[src/rtl/cdc_tx_scheduler_if.sv]
// Requester, channel and status bundle of the clock-domain-A CDC transmit scheduler.
// master is the scheduler side; slave is the requester/channel side.
`timescale 1ns/1ps
interface cdc_tx_scheduler_if #(
    parameter int unsigned N_REQ = 4
);
    logic [N_REQ-1:0]   req;
    logic [4*N_REQ-1:0] req_data;
    logic [N_REQ-1:0]   gnt;
    logic [N_REQ-1:0]   done;
    logic               busy;
    logic [3:0]         sync_data;
    logic               sync_en;
    logic               ack_tgl;
    logic               clr_err;
    logic               err_timeout;

    modport master (
        input  req, req_data, ack_tgl, clr_err,
        output gnt, done, busy, sync_data, sync_en, err_timeout
    );

    modport slave (
        output req, req_data, ack_tgl, clr_err,
        input  gnt, done, busy, sync_data, sync_en, err_timeout
    );
endinterface

[src/rtl/cdc_tx_scheduler.sv]
// Round-robin scheduler driving a 4-bit enable-qualified CDC channel from clk_a.
// Holds enable and data for programmed windows, optionally waiting for a toggle ack from clk_b.
`timescale 1ns/1ps
module cdc_tx_scheduler #(
    parameter int unsigned N_REQ       = 4,
    parameter int unsigned EN_CYCLES   = 4,
    parameter int unsigned HOLD_CYCLES = 4,
    parameter bit          USE_ACK     = 1'b1,
    parameter int unsigned TIMEOUT     = 64
) (
    input  logic               clk_a,
    input  logic               arstn,
    cdc_tx_scheduler_if.master bus
);

    localparam int unsigned MAX_EH  = (EN_CYCLES > HOLD_CYCLES) ? EN_CYCLES : HOLD_CYCLES;
    localparam int unsigned MAX_CNT = (MAX_EH > TIMEOUT) ? MAX_EH : TIMEOUT;
    localparam int unsigned CNT_W   = $clog2(MAX_CNT + 1);
    localparam int unsigned IDX_W   = $clog2(N_REQ);

    localparam logic [CNT_W-1:0] EN_LAST   = CNT_W'(EN_CYCLES - 1);
    localparam logic [CNT_W-1:0] HOLD_LAST = CNT_W'(HOLD_CYCLES - 1);
    localparam logic [CNT_W-1:0] TO_LAST   = CNT_W'(TIMEOUT - 1);
    localparam logic [IDX_W-1:0] IDX_LAST  = IDX_W'(N_REQ - 1);

    typedef enum logic [2:0] {
        StIdle,
        StAssert,
        StHold,
        StWaitAck,
        StDone
    } state_e;

    state_e             state_q, state_d;
    logic [CNT_W-1:0]   cnt_q, cnt_d;
    logic [IDX_W-1:0]   rr_q, rr_d;
    logic [N_REQ-1:0]   owner_q, owner_d;
    logic [N_REQ-1:0]   gnt_q, gnt_d;
    logic [N_REQ-1:0]   done_q, done_d;
    logic               busy_q, busy_d;
    logic [3:0]         data_q, data_d;
    logic               en_q, en_d;
    logic               err_q, err_d;
    logic               err_set;

    logic               ack_s1_q, ack_s2_q, ack_last_q;
    logic               ack_edge;

    logic               sel_valid;
    logic [IDX_W-1:0]   sel_idx;
    logic [IDX_W-1:0]   cand_idx;
    logic [N_REQ-1:0]   sel_oh;
    logic [3:0]         sel_data;
    int unsigned        cand;

    // The edge register tracks the synchronized level in every state, so toggles
    // arriving outside the ack wait are consumed and never seen later.
    assign ack_edge = ack_s2_q ^ ack_last_q;

    // First requester at or after the round-robin pointer, wrapping.
    always_comb begin
        sel_valid = 1'b0;
        sel_idx   = '0;
        cand      = 0;
        cand_idx  = '0;
        for (int unsigned off = 0; off < N_REQ; off++) begin
            cand = 32'(rr_q) + off;
            if (cand >= N_REQ) begin
                cand = cand - N_REQ;
            end
            cand_idx = IDX_W'(cand);
            if (!sel_valid && bus.req[cand_idx]) begin
                sel_valid = 1'b1;
                sel_idx   = cand_idx;
            end
        end
    end

    always_comb begin
        sel_oh   = '0;
        sel_data = '0;
        for (int i = 0; i < int'(N_REQ); i++) begin
            if (sel_idx == IDX_W'(i)) begin
                sel_oh[i] = 1'b1;
                sel_data  = bus.req_data[4*i +: 4];
            end
        end
    end

    always_comb begin
        state_d = state_q;
        cnt_d   = cnt_q + 1'b1;
        rr_d    = rr_q;
        owner_d = owner_q;
        gnt_d   = '0;
        done_d  = '0;
        data_d  = data_q;
        en_d    = en_q;
        err_set = 1'b0;
        unique case (state_q)
            StIdle: begin
                cnt_d = '0;
                if (sel_valid) begin
                    state_d = StAssert;
                    gnt_d   = sel_oh;
                    owner_d = sel_oh;
                    data_d  = sel_data;
                    en_d    = 1'b1;
                    rr_d    = (sel_idx == IDX_LAST) ? '0 : sel_idx + 1'b1;
                end
            end
            StAssert: begin
                if (cnt_q == EN_LAST) begin
                    state_d = StHold;
                    en_d    = 1'b0;
                    cnt_d   = '0;
                end
            end
            StHold: begin
                if (cnt_q == HOLD_LAST) begin
                    cnt_d = '0;
                    if (USE_ACK) begin
                        state_d = StWaitAck;
                    end else begin
                        state_d = StDone;
                        done_d  = owner_q;
                    end
                end
            end
            StWaitAck: begin
                // A real ack on the final cycle still counts as an ack, not a timeout.
                if (ack_edge) begin
                    state_d = StDone;
                    done_d  = owner_q;
                    cnt_d   = '0;
                end else if (cnt_q == TO_LAST) begin
                    state_d = StDone;
                    done_d  = owner_q;
                    cnt_d   = '0;
                    err_set = 1'b1;
                end
            end
            StDone: begin
                state_d = StIdle;
                cnt_d   = '0;
            end
            default: begin
                state_d = StIdle;
                cnt_d   = '0;
                en_d    = 1'b0;
            end
        endcase
    end

    always_comb begin
        busy_d = (state_d != StIdle);
        if (err_set) begin
            err_d = 1'b1;
        end else if (bus.clr_err) begin
            err_d = 1'b0;
        end else begin
            err_d = err_q;
        end
    end

    always_ff @(posedge clk_a or negedge arstn) begin
        if (!arstn) begin
            state_q    <= StIdle;
            cnt_q      <= '0;
            rr_q       <= '0;
            owner_q    <= '0;
            gnt_q      <= '0;
            done_q     <= '0;
            busy_q     <= 1'b0;
            data_q     <= '0;
            en_q       <= 1'b0;
            err_q      <= 1'b0;
            ack_s1_q   <= 1'b0;
            ack_s2_q   <= 1'b0;
            ack_last_q <= 1'b0;
        end else begin
            state_q    <= state_d;
            cnt_q      <= cnt_d;
            rr_q       <= rr_d;
            owner_q    <= owner_d;
            gnt_q      <= gnt_d;
            done_q     <= done_d;
            busy_q     <= busy_d;
            data_q     <= data_d;
            en_q       <= en_d;
            err_q      <= err_d;
            ack_s1_q   <= bus.ack_tgl;
            ack_s2_q   <= ack_s1_q;
            ack_last_q <= ack_s2_q;
        end
    end

    assign bus.gnt         = gnt_q;
    assign bus.done        = done_q;
    assign bus.busy        = busy_q;
    assign bus.sync_data   = data_q;
    assign bus.sync_en     = en_q;
    assign bus.err_timeout = err_q;

endmodule

[src/flat_wrapper.sv]
// flat-port wrapper written by rule: the top's interface ports become plain ports
module cdc_tx_scheduler_flat 
#(
    parameter int unsigned N_REQ       = 4,
    parameter int unsigned EN_CYCLES   = 4,
    parameter int unsigned HOLD_CYCLES = 4,
    parameter bit          USE_ACK     = 1'b1,
    parameter int unsigned TIMEOUT     = 64
)
  (clk_a, arstn, bus_req, bus_req_data, bus_ack_tgl, bus_clr_err, bus_gnt, bus_done, bus_busy, bus_sync_data, bus_sync_en, bus_err_timeout);
  cdc_tx_scheduler_if #(.N_REQ(N_REQ)) bus_i ();
  input  logic clk_a;
  input  logic arstn;
  input wire logic [$bits(bus_i.req)-1:0] bus_req;
  input wire logic [$bits(bus_i.req_data)-1:0] bus_req_data;
  input wire logic [$bits(bus_i.ack_tgl)-1:0] bus_ack_tgl;
  input wire logic [$bits(bus_i.clr_err)-1:0] bus_clr_err;
  output wire logic [$bits(bus_i.gnt)-1:0] bus_gnt;
  output wire logic [$bits(bus_i.done)-1:0] bus_done;
  output wire logic [$bits(bus_i.busy)-1:0] bus_busy;
  output wire logic [$bits(bus_i.sync_data)-1:0] bus_sync_data;
  output wire logic [$bits(bus_i.sync_en)-1:0] bus_sync_en;
  output wire logic [$bits(bus_i.err_timeout)-1:0] bus_err_timeout;
  assign bus_i.req = bus_req;
  assign bus_i.req_data = bus_req_data;
  assign bus_i.ack_tgl = bus_ack_tgl;
  assign bus_i.clr_err = bus_clr_err;
  assign bus_gnt = bus_i.gnt;
  assign bus_done = bus_i.done;
  assign bus_busy = bus_i.busy;
  assign bus_sync_data = bus_i.sync_data;
  assign bus_sync_en = bus_i.sync_en;
  assign bus_err_timeout = bus_i.err_timeout;
  cdc_tx_scheduler #(.N_REQ(N_REQ), .EN_CYCLES(EN_CYCLES), .HOLD_CYCLES(HOLD_CYCLES), .USE_ACK(USE_ACK), .TIMEOUT(TIMEOUT)) u_core (.clk_a(clk_a), .arstn(arstn), .bus(bus_i));
endmodule
[config.mk]
export PLATFORM = sky130hd
export DESIGN_NAME = cdc_tx_scheduler_flat
export DESIGN_NICKNAME = d
export VERILOG_FILES = /design/src/rtl/cdc_tx_scheduler_if.sv /design/src/rtl/cdc_tx_scheduler.sv /design/src/flat_wrapper.sv
export SDC_FILE = /design/constraint.sdc
export NUM_CORES = 1
export LEC_CHECK = 0
export ABC_AREA = 1
export CELL_PAD_IN_SITES_DETAIL_PLACEMENT = 1
export CELL_PAD_IN_SITES_GLOBAL_PLACEMENT = 2
export CORE_ASPECT_RATIO = 1.4
export CORE_MARGIN = 1
export CORE_UTILIZATION = 30
export DETAILED_ROUTE_END_ITERATION = 16
export DONT_BUFFER_PORTS = 1
export GPL_TIMING_DRIVEN = 0
export PLACE_DENSITY = 0.71
export SLEW_MARGIN = 5
export SYNTH_ARGS = -nofsm -noshare
export SYNTH_HDL_FRONTEND = slang
export SYNTH_SLANG_ARGS = --single-unit
[constraint.sdc]
create_clock -name clk_a -period 2.45 [get_ports clk_a]
set_clock_uncertainty 0.05 [all_clocks]
set_input_delay 0.245 -clock clk_a [delete_from_list [all_inputs] [get_ports clk_a]]
set_output_delay 0.245 -clock clk_a [all_outputs]
set_load 0.05 [all_outputs]
==> results.py, run 1 <==
metrics = {
    "outcome": {
        "status": "completed",
    },
    "finish": {
        "antennaDiodeCount": 0,
        "layout-drive-gt1-share": 0.1757,
        "final_util": 0.3579,
        "final_nets": 267,
        "stdcell_count": 309,
        "area.growth.synth_to_final_pct": 15.26,
        "final_area_mm2": 0.002098,
    },
    "global_route": {
        "grt-ovfl-total": 0,
        "grt_pass1_vias": 1468,
        "grt_max_degree": 35,
        "grt_antenna_before_repair": 0,
        "grt_pass1_wl_um": 6706,
        "grtUsageTotal": 0.1426,
    },
    "place": {
        "place_inst": 297,
        "place_hpwl_um": 3116,
        "gp_congestion": 0.7196,
        "place_area_mm2": 0.001908,
        "io_buffers": 0,
    },
    "cts": {
        "cts_tree": "done",
        "cts_num_sinks": 34,
        "path_clk_slew_ns": 0.07,
        "numCtsBuffers": 5,
        "clk-insertion-delay-late_ns": 0.29,
        "h-tree-depth": 2,
        "cts_buffer_depth": 2,
        "clockRootBuffer": "clkbuf_8",
    },
    "timing": {
        "final.min_clock_period_ns": 2.194,
        "hold_violations": 0,
        "timing.fmax_mhz": 455.8,
        "rsz0062_at_grt": "false",
        "period_share": 0.8955,
        "setup_tns_ns": 0,
        "setup_violations": 0,
        "slew_headroom": 0.6666,
        "tightest_slew_ns": 0.5001,
        "final_max_slew_viol_count": 0,
    },
    "detailed_routing": {
        "drcViolationCount": 0,
        "vias": 1421,
        "first_iter_violations": 75,
        "drt-vias-per-instance": 4.599,
        "wl_per_cell_um": 13.19,
        "antenna_left": 0,
        "totalWireLength_um": 4077,
        "detailedRoute.firstPassIterationCount": 4,
    },
    "floorplan": {
        "die_h_um": 94.17,
        "rows": 33,
        "ioPinCount": 39,
        "dieArea_mm2": 0.006388,
        "die_x_um": 67.84,
        "initial_core_util": 0.3105,
        "core_mm2": 0.005863,
    },
    "power_and_ir_drop": {
        "cellPowerDensity_mw_per_mm2": 1587,
        "vdd_drop_max_v": 0.0008002,
        "cellLeakagePower_nw": 1.051,
    },
    "job": {
        "maxCapViolations": 0,
    },
    "yosys": {
        "yosysSeqAreaShare": 0.4674,
        "syn-cell-area_mm2": 0.001820,
        "ys_seq_elements": 34,
        "ys_types": 23,
        "synth_nets": 256,
        "synth_warnings": 0,
        "post-synth-top-area-cell": "dfrtp_1",
        "synthTopCellsByArea": "dfrtp_1 47%, nand2_1 11%, inv_1 6.8%, nand3_1 6.0%, nor2_1 4.9%",
        "syn_inst": 227,
        "synth_top_area_frac": 0.4674,
        "avgSynthCellArea_um2": 8.020,
    },
    "worst_setup_path": {
        "rrSetupSlack_ns": 0.26,
        "critPathLaunchType": "register",
        "cp.buffers_inverters": 3,
        "crit_top_cell": "nand3_1",
        "critPathMaxStageDelay_ns": 0.40,
        "crit_family": "simple AND/OR/NAND/NOR gates",
        "endpoint_kind": "register",
        "slowest_stage": "dfrtp_1",
        "critPathKind": "register to register",
        "required_ns": 2.58,
        "cp_max_fo": 10,
        "crit_chain": "buf_6, nand2_2, nand3_1, nand2_2, nor2_4, nand3_1, nand3_1, nand2_1, inv_1, ha_4, inv_2, nor2_1, a21oi_1, mux2i_1, o21ai_2",
        "arrival_ns": 2.32,
    },
    "hold_path": {
        "hold_path.class": "input pin to register",
    },
}
==> area by class of cell <==
class	count	area, µm²
plain buffers	3	41.29
clock buffers	6	82.58
clock inverters	2	12.51
fillers	732	3765
inverters	35	133.9
multi-input cells	154	833.3
flip-flops and latches	34	852.1
well taps	70	87.58
repair buffers	5	55.05
==> kinds of logic (layout without fill, tap and decap cells) <==
| logic type | count (synthesis) | after routing | share of synthesized area |
|---|---|---|---|
| simple gates | 119 | 119 | 0.2935 |
| flops | 34 | 34 | 0.4674 |
| compound gates | 23 | 23 | 0.07148 |
| xor+xnor | 3 | 3 | 0.01444 |
| buf+inv | 39 | 51 | 0.09691 |
| fa+ha+maj | 5 | 5 | 0.03436 |
| mux | 4 | 4 | 0.02199 |
==> worst paths after layout <==
check | from | end | cells after the start
worst min register to register | u_core.ack_s1_q | u_core.ack_s2_q | 0
worst max register to register | u_core.rr_q[0] | u_core.bus.sync_data[3] | 15
worst min-delay path | bus_clr_err | u_core.bus.err_timeout | 1
min in group asynchronous | arstn | u_core.cnt_q[6] | 2
max in group asynchronous | arstn | u_core.rr_q[1] | 2
worst max-delay path | u_core.rr_q[0] | u_core.bus.sync_data[3] | 15
==> report_power, final <==
group          total [mW]  switching, mW  internal [mW]
sequential           1.05          0.338          0.713
clock               0.433          0.207          0.226
combinational        1.85           1.13          0.719
total                3.33           1.67           1.66
==> layer usage <==
metal  track usage  wire length (µm)  vias to the layer above
met5             0                 0                        -
li1              -                 -                      727
met1        0.1520              1674                      667
met3       0.03034               128                        7
met2        0.2591              2197                       20
met4       0.06250                77                        0
==> synthesized netlist by cell type (all sizes together) <==
master / count
nor3b: 1
nand4: 1
inv: 35
ha: 5
a21oi: 11
nand3: 23
nor3: 4
nand2: 65
mux2i: 4
nor2: 25
xnor2: 3
buf: 4
dfrtp: 34
o21ai: 12
==> placed cells by master, fill, tap and decap left out, types with 2 or more instances in the layout <==
cell	count
buf_8	2
inv_2	3
o21ai_2	4
nand3_4	2
dfrtp_1	33
o21ai_0	2
nor3_1	4
dlygate4sd3_1	2
nand2_1	52
inv_1	31
ha_2	2
clkbuf_8	6
nand2_2	12
buf_4	2
nand3_1	21
a21oi_1	11
mux2i_1	4
o21ai_1	6
ha_1	2
nor2_1	24
xnor2_1	3
==> per-stage QoR <==
| step | power (mW) | setup WS [ns] | hold WS, ns |
|---|---|---|---|
| after CTS | 3.229 | 0.01981 | 0.01133 |
| after global placement | 2.731 | -0.007647 | -0.09982 |
| final | 3.329 | 0.2560 | 0.01303 |
| after detailed placement | 2.758 | -0.05986 | -0.09981 |
| after floorplan | 2.375 | 0.3270 | -0.1006 |
| after global routing | 3.668 | 0.01874 | 0.01101 |
==> registers in the layout, indices dropped and copies added (netlist names), 2 cells and up <==
| register | flops |
|---|---|
| u_core.state_q | 3 |
| u_core.bus.gnt | 4 |
| u_core.bus.done | 4 |
| u_core.cnt_q | 7 |
| u_core.rr_q | 2 |
| u_core.bus.sync_data | 4 |
| u_core.owner_q | 4 |
==> repair_timing <==
action | in CTS | in global routing
setup endpoints to repair | 4 | 4
pin swaps | 0 | 0
hold endpoints to repair | 35 | 0
setup buffers | 0 | 2
gates resized for setup | 2 | 10
hold buffers | 3 | 0
No activity file was read; power rests on OpenSTA's default activity.
==> run 2, diff against run 1 <==
- CORE_UTILIZATION: 30 -> 33
- PLACE_DENSITY: 0.71 -> 0.77
==> run 2 against run 1 <==
Net effect:
- sequential share of layout area up 0.32 points
- worst hold slack better by 0.0040 ns
- fmax down 1.3%
- largest cell class unchanged
- largest power group unchanged
==> results.py, run 2 (synthesis results as in run 1) <==
metrics = {
    "outcome": {
        "status": "completed",
    },
    "place": {
        "gp_congestion": 0.7849,
        "place_hpwl_um": 3114,
        "pre_cts_ws_ns": -0.06241,
        "io_buffers": 0,
        "place_inst": 293,
    },
    "timing": {
        "final_max_slew_viol_count": 0,
        "rsz0062_at_grt": "false",
        "setup_tns_ns": 0,
        "holdWs_ns": 0.01701,
        "period_share": 0.9077,
        "setup_violations": 0,
        "hold_violations": 0,
        "timing.fmax_mhz": 449.7,
        "final.min_clock_period_ns": 2.224,
        "finalWorstSetupSlack_ns": 0.2261,
        "tightest_slew_ns": 0.5014,
        "slew_headroom": 0.6657,
    },
    "power_and_ir_drop": {
        "intPower_mw": 1.631,
        "p_comb_frac": 0.570,
        "cellPowerDensity_mw_per_mm2": 1595,
        "netSwitchingFraction": 0.5091,
        "cellLeakagePower_nw": 1.044,
        "seqPwrFrac": 0.315,
        "power.switching_mw": 1.691,
        "vdd_drop_max_v": 0.0008449,
        "pwr-share-clk": 0.115,
    },
    "finish": {
        "stdcell_count": 303,
        "final_util": 0.3976,
        "layout-drive-gt1-share": 0.1730,
        "area.growth.synth_to_final_pct": 14.36,
        "final_nets": 266,
        "antennaDiodeCount": 0,
        "top_register": "u_core.cnt_q",
        "largest_register_ffs": 7,
        "mostFrequentLayoutCell": "nand2_1",
        "mostFrequentLayoutCells": "52 x nand2_1, 33 x dfrtp_1, 30 x inv_1, 24 x nor2_1, 21 x nand3_1",
    },
    "worst_setup_path": {
        "critPathMaxStageDelay_ns": 0.42,
        "crit_family": "simple AND/OR/NAND/NOR gates",
        "path_depth": 16,
        "cp_max_fo": 10,
        "worst_r2r_startpoint": "u_core.rr_q[0]",
        "cp-endpoint": "u_core.bus.sync_data[0]",
        "reg2reg_to": "u_core.bus.sync_data[0]",
        "critPathLaunchType": "register",
        "critPathKind": "register to register",
        "rrSetupSlack_ns": 0.23,
        "crit_chain": "buf_6, nand2_1, nand2_2, nand2_2, nand2_2, nor2_4, nand3_1, nand3_1, nand2_1, inv_2, ha_4, inv_2, nor2_1, a21oi_1, mux2i_1, o21ai_1",
        "slowest_stage": "dfrtp_1",
        "endpoint_kind": "register",
        "crit_path_start": "u_core.rr_q[0]",
        "crit_top_cell": "nand2_2",
        "arrival_ns": 2.34,
        "r2r_cells": 16,
        "cp.buffers_inverters": 3,
        "required_ns": 2.57,
    },
    "global_route": {
        "grtUsageTotal": 0.1512,
        "grt_max_degree": 35,
        "grt_pass1_wl_um": 6755,
        "grt-ovfl-total": 0,
        "grt_pass1_vias": 1475,
        "grt_antenna_before_repair": 0,
    },
    "cts": {
        "path_clk_slew_ns": 0.07,
        "cts_num_sinks": 34,
        "cts_tree": "done",
        "clockRootBuffer": "clkbuf_8",
        "clk-insertion-delay-late_ns": 0.28,
        "cts_buffer_depth": 2,
        "numCtsBuffers": 5,
        "h-tree-depth": 2,
    },
    "floorplan": {
        "rows": 31,
        "die_x_um": 64.78,
        "die_h_um": 89.88,
        "ioPinCount": 39,
        "core_mm2": 0.005236,
        "dieArea_mm2": 0.005822,
        "initial_core_util": 0.3477,
    },
    "detailed_routing": {
        "wl_per_cell_um": 13.51,
        "vias": 1452,
        "drcViolationCount": 0,
        "first_iter_violations": 52,
        "antenna_left": 0,
        "detailedRoute.firstPassIterationCount": 4,
        "drt-vias-per-instance": 4.792,
        "totalWireLength_um": 4093,
    },
    "hold_path": {
        "hold_start": "bus_clr_err",
        "hold_path.class": "input pin to register",
    },
    "job": {
        "maxCapViolations": 0,
    },
}
==> run 2: power groups by stage <==
stage	Clock [mW]	Sequential, mW	Combinational [mW]
3_3_place_gp	0	1.06	1.67
3_5_place_dp	0	1.06	1.70
2_1_floorplan	0	1.03	1.35
4_1_cts	0.400	1.05	1.74
5_1_grt	0.420	1.06	2.15
6_report	0.381	1.05	1.89
==> run 2: worst min-delay path by stage <==
stage,to,depth (start not counted)
after floorplan,u_core.ack_last_q,0
after global placement,u_core.bus.err_timeout,0
after detailed placement,u_core.bus.err_timeout,0
after CTS,u_core.bus.err_timeout,1
after global routing,u_core.bus.err_timeout,1
final,u_core.bus.err_timeout,1
==> run 2: area by class of cell <==
class                   count  area (µm²)
plain buffers               3       41.29
inverters                  35       136.4
fillers                   673        3154
repair buffers              4       47.55
clock inverters             2       10.01
clock buffers               5       68.82
flip-flops and latches     34       852.1
multi-input cells         154       843.3
well taps                  66       82.58
==> run 2: per-layer routing <==
layer	up-vias	GRT usage	wire [µm]
met1	700	0.1694	1705
met3	4	0.02411	106
met5	-	0	0
met2	24	0.2717	2220
li1	724	-	-
met4	0	0.06667	60
==> run 2: worst register-to-register path: stages (launching register included) <==
cell and delay (ns):
dfrtp_1 0.42, buf_6 0.16, nand2_1 0.07, nand2_2 0.09, nand2_2 0.08, nand2_2 0.06, nor2_4 0.16, nand3_1 0.09
nand3_1 0.09, nand2_1 0.13, inv_2 0.12, ha_4 0.16, inv_2 0.08, nor2_1 0.10, a21oi_1 0.05, mux2i_1 0.15
o21ai_1 0.09
==> run 2: repair_timing <==
item / in CTS / in global routing
resized for setup: 1 / 14
buffers inserted: 0 / 1
hold buffers: 3 / 0
setup endpoints to repair: 4 / 4
endpoints found under the hold margin: 35 / 0
pin swaps: 0 / 1
==> run 2: metrics by stage <==
| step | area (µm²) | total power, mW |
|---|---|---|
| 6_report | 2082 | 3.321 |
| 4_1_cts | 2022 | 3.182 |
| 5_1_grt | 2082 | 3.632 |
| 3_3_place_gp | 1903 | 2.726 |
| 3_5_place_dp | 1903 | 2.759 |
| 2_1_floorplan | 1821 | 2.375 |
==> run 3, diff against run 2 <==
- CORE_MARGIN: 1 -> 2
- REMOVE_ABC_BUFFERS: default -> 1
- clock period: 2.45 -> 2.7 ns (I/O delays scaled with it)
==> run 3 against run 2 <==
Net effect:
- final cell count rose by 0.66%
- register-to-register slack improved by 0.03 ns
- final area decreased by 2.8%
- non-clock buffer count fell by 1
- power fell by 15%
- critical path depth decreased by 1
- sequential power shrank 8%
==> results.py, run 3 (synthesis results as in run 1) <==
metrics = {
    "floorplan": {
        "core_mm2": 0.005405,
        "ioPinCount": 39,
        "dieArea_mm2": 0.006135,
        "die_x_um": 66.78,
        "die_h_um": 91.88,
        "initial_core_util": 0.3368,
        "rows": 32,
    },
    "global_route": {
        "grt_pass1_vias": 1556,
        "grt-ovfl-total": 0,
        "grt_max_degree": 35,
        "grt_pass1_wl_um": 7141,
        "grt_antenna_before_repair": 0,
        "grtUsageTotal": 0.1510,
    },
    "detailed_routing": {
        "detailedRoute.firstPassIterationCount": 4,
        "first_iter_violations": 40,
        "totalWireLength_um": 4084,
        "wl_per_cell_um": 13.39,
        "vias": 1421,
        "drt-vias-per-instance": 4.659,
        "drcViolationCount": 0,
        "antenna_left": 0,
    },
    "power_and_ir_drop": {
        "vdd_drop_max_v": 0.0005689,
        "cellLeakagePower_nw": 1.033,
        "power.switching_mw": 1.448,
        "cellPowerDensity_mw_per_mm2": 1396,
        "pwr-share-clk": 0.140,
        "intPower_mw": 1.377,
        "p_comb_frac": 0.518,
        "seqPwrFrac": 0.341,
        "netSwitchingFraction": 0.5126,
    },
    "worst_setup_path": {
        "critPathLaunchType": "register",
        "rrSetupSlack_ns": 0.25,
        "required_ns": 2.86,
        "critPathKind": "register to register",
        "arrival_ns": 2.61,
        "endpoint_kind": "register",
        "cp_max_fo": 9,
    },
    "hold_path": {
        "hold_path.class": "input pin to register",
    },
    "place": {
        "gp_congestion": 0.7811,
        "place_inst": 291,
        "place_area_mm2": 0.001861,
        "place_hpwl_um": 3019,
        "io_buffers": 0,
    },
    "timing": {
        "timing.fmax_mhz": 408.5,
        "setup_violations": 0,
        "period_share": 0.9067,
        "final.min_clock_period_ns": 2.448,
        "final_max_slew_viol_count": 0,
        "rsz0062_at_grt": "false",
        "hold_violations": 0,
        "tightest_slew_ns": 0.5022,
        "slew_headroom": 0.6652,
    },
    "cts": {
        "clockRootBuffer": "clkbuf_8",
        "path_clk_slew_ns": 0.08,
        "cts_buffer_depth": 2,
        "cts_tree": "done",
        "numCtsBuffers": 5,
        "clk-insertion-delay-late_ns": 0.28,
        "h-tree-depth": 2,
        "cts_num_sinks": 34,
    },
    "finish": {
        "stdcell_count": 305,
        "mostFrequentLayoutCell": "nand2_1",
        "top_register": "u_core.cnt_q",
        "mostFrequentLayoutCells": "53 x nand2_1, 33 x dfrtp_1, 32 x inv_1, 24 x nor2_1, 22 x nand3_1",
        "area.growth.synth_to_final_pct": 11.20,
        "final_nets": 265,
        "final_area_mm2": 0.002024,
        "layout-drive-gt1-share": 0.1477,
        "largest_register_ffs": 7,
        "antennaDiodeCount": 0,
    },
    "outcome": {
        "status": "completed",
    },
    "job": {
        "maxCapViolations": 0,
    },
}
[run 3: cell count changes in the layout (fill, tap and decap cells not counted), moves of 2 or more]
cell / before / now
buf_4: 1 / 3
buf_8: 2 / 0
ha_1: 2 / 4
ha_4: 2 / 0
inv_1: 30 / 32
nand3_4: 2 / 0
[run 3: worst max-delay path, stage by stage (launching register included)]
cell and delay (ns):
dfrtp_2 0.49, buf_4 0.17, nand2_1 0.07, nand2_2 0.08, nand2_2 0.08, nand2_2 0.06
nor2_4 0.11, nand3_2 0.11, nand3_1 0.16, inv_1 0.08, ha_1 0.29, inv_2 0.16
nand3_1 0.08, a21oi_1 0.16, mux2i_1 0.09, o21ai_1 0.14
[run 3: layer usage]
layer,track usage,share of wire
met1,0.1782,0.41
met2,0.2600,0.55
met3,0.02822,0.022
met4,0.06633,0.018
met5,0,0
[run 3: power by group through the flow]
stage	Sequential (mW)	Combinational (mW)	Clock, mW
after CTS	0.970	1.45	0.411
after floorplan	0.943	1.14	0
after global placement	0.976	1.42	0
after detailed placement	0.979	1.43	0
final	0.965	1.46	0.397
after global routing	0.986	1.72	0.429
[run 3: what timing repair did]
| action | CTS | global route |
|---|---|---|
| resized for setup | 1 | 3 |
| hold endpoints to repair | 35 | 0 |
| endpoints found under the setup margin | 4 | 4 |
| gates cloned | 0 | 0 |
| buffers inserted | 0 | 3 |
| hold buffers | 3 | 0 |
[run 3: worst paths after layout]
kind / to / from / cells after the start
setup / recovery: u_core.bus.sync_data[2] / u_core.rr_q[0] / 15
hold / removal: u_core.bus.err_timeout / bus_clr_err / 1
min in group asynchronous: u_core.owner_q[3] / arstn / 2
setup reg to reg: u_core.bus.sync_data[2] / u_core.rr_q[0] / 15
hold reg to reg: u_core.ack_s2_q / u_core.ack_s1_q / 0
max in group asynchronous: u_core.rr_q[0] / arstn / 2
[run 3: stage by stage]
| step | setup slack (ns) | utilization | TNS, ns | power (mW) | hold slack, ns |
|---|---|---|---|---|---|
| floorplan | 0.4619 | - | 0 | 2.078 | -0.07559 |
| global placement | -0.02012 | 0.3442 | -0.02279 | 2.392 | -0.07474 |
| detailed placement | -0.04267 | 0.3442 | -0.09110 | 2.408 | -0.07483 |
| CTS | 0.08341 | 0.3694 | 0 | 2.833 | 0.02803 |
| global route | 0.005002 | 0.3745 | 0 | 3.130 | 0.03443 |
| finish | 0.2519 | 0.3745 | 0 | 2.826 | 0.03292 |
[run 3: cell type report]
cell class                      instances  area, µm²
Clock buffer                            6      82.58
Clock inverter                          2      12.51
Fill cell                             690       3381
Inverter                               35      133.9
Multi-Input combinational cell        154      795.8
Sequential cell                        34      852.1
Tap cell                               68      85.08
Timing Repair Buffer                    6      62.56
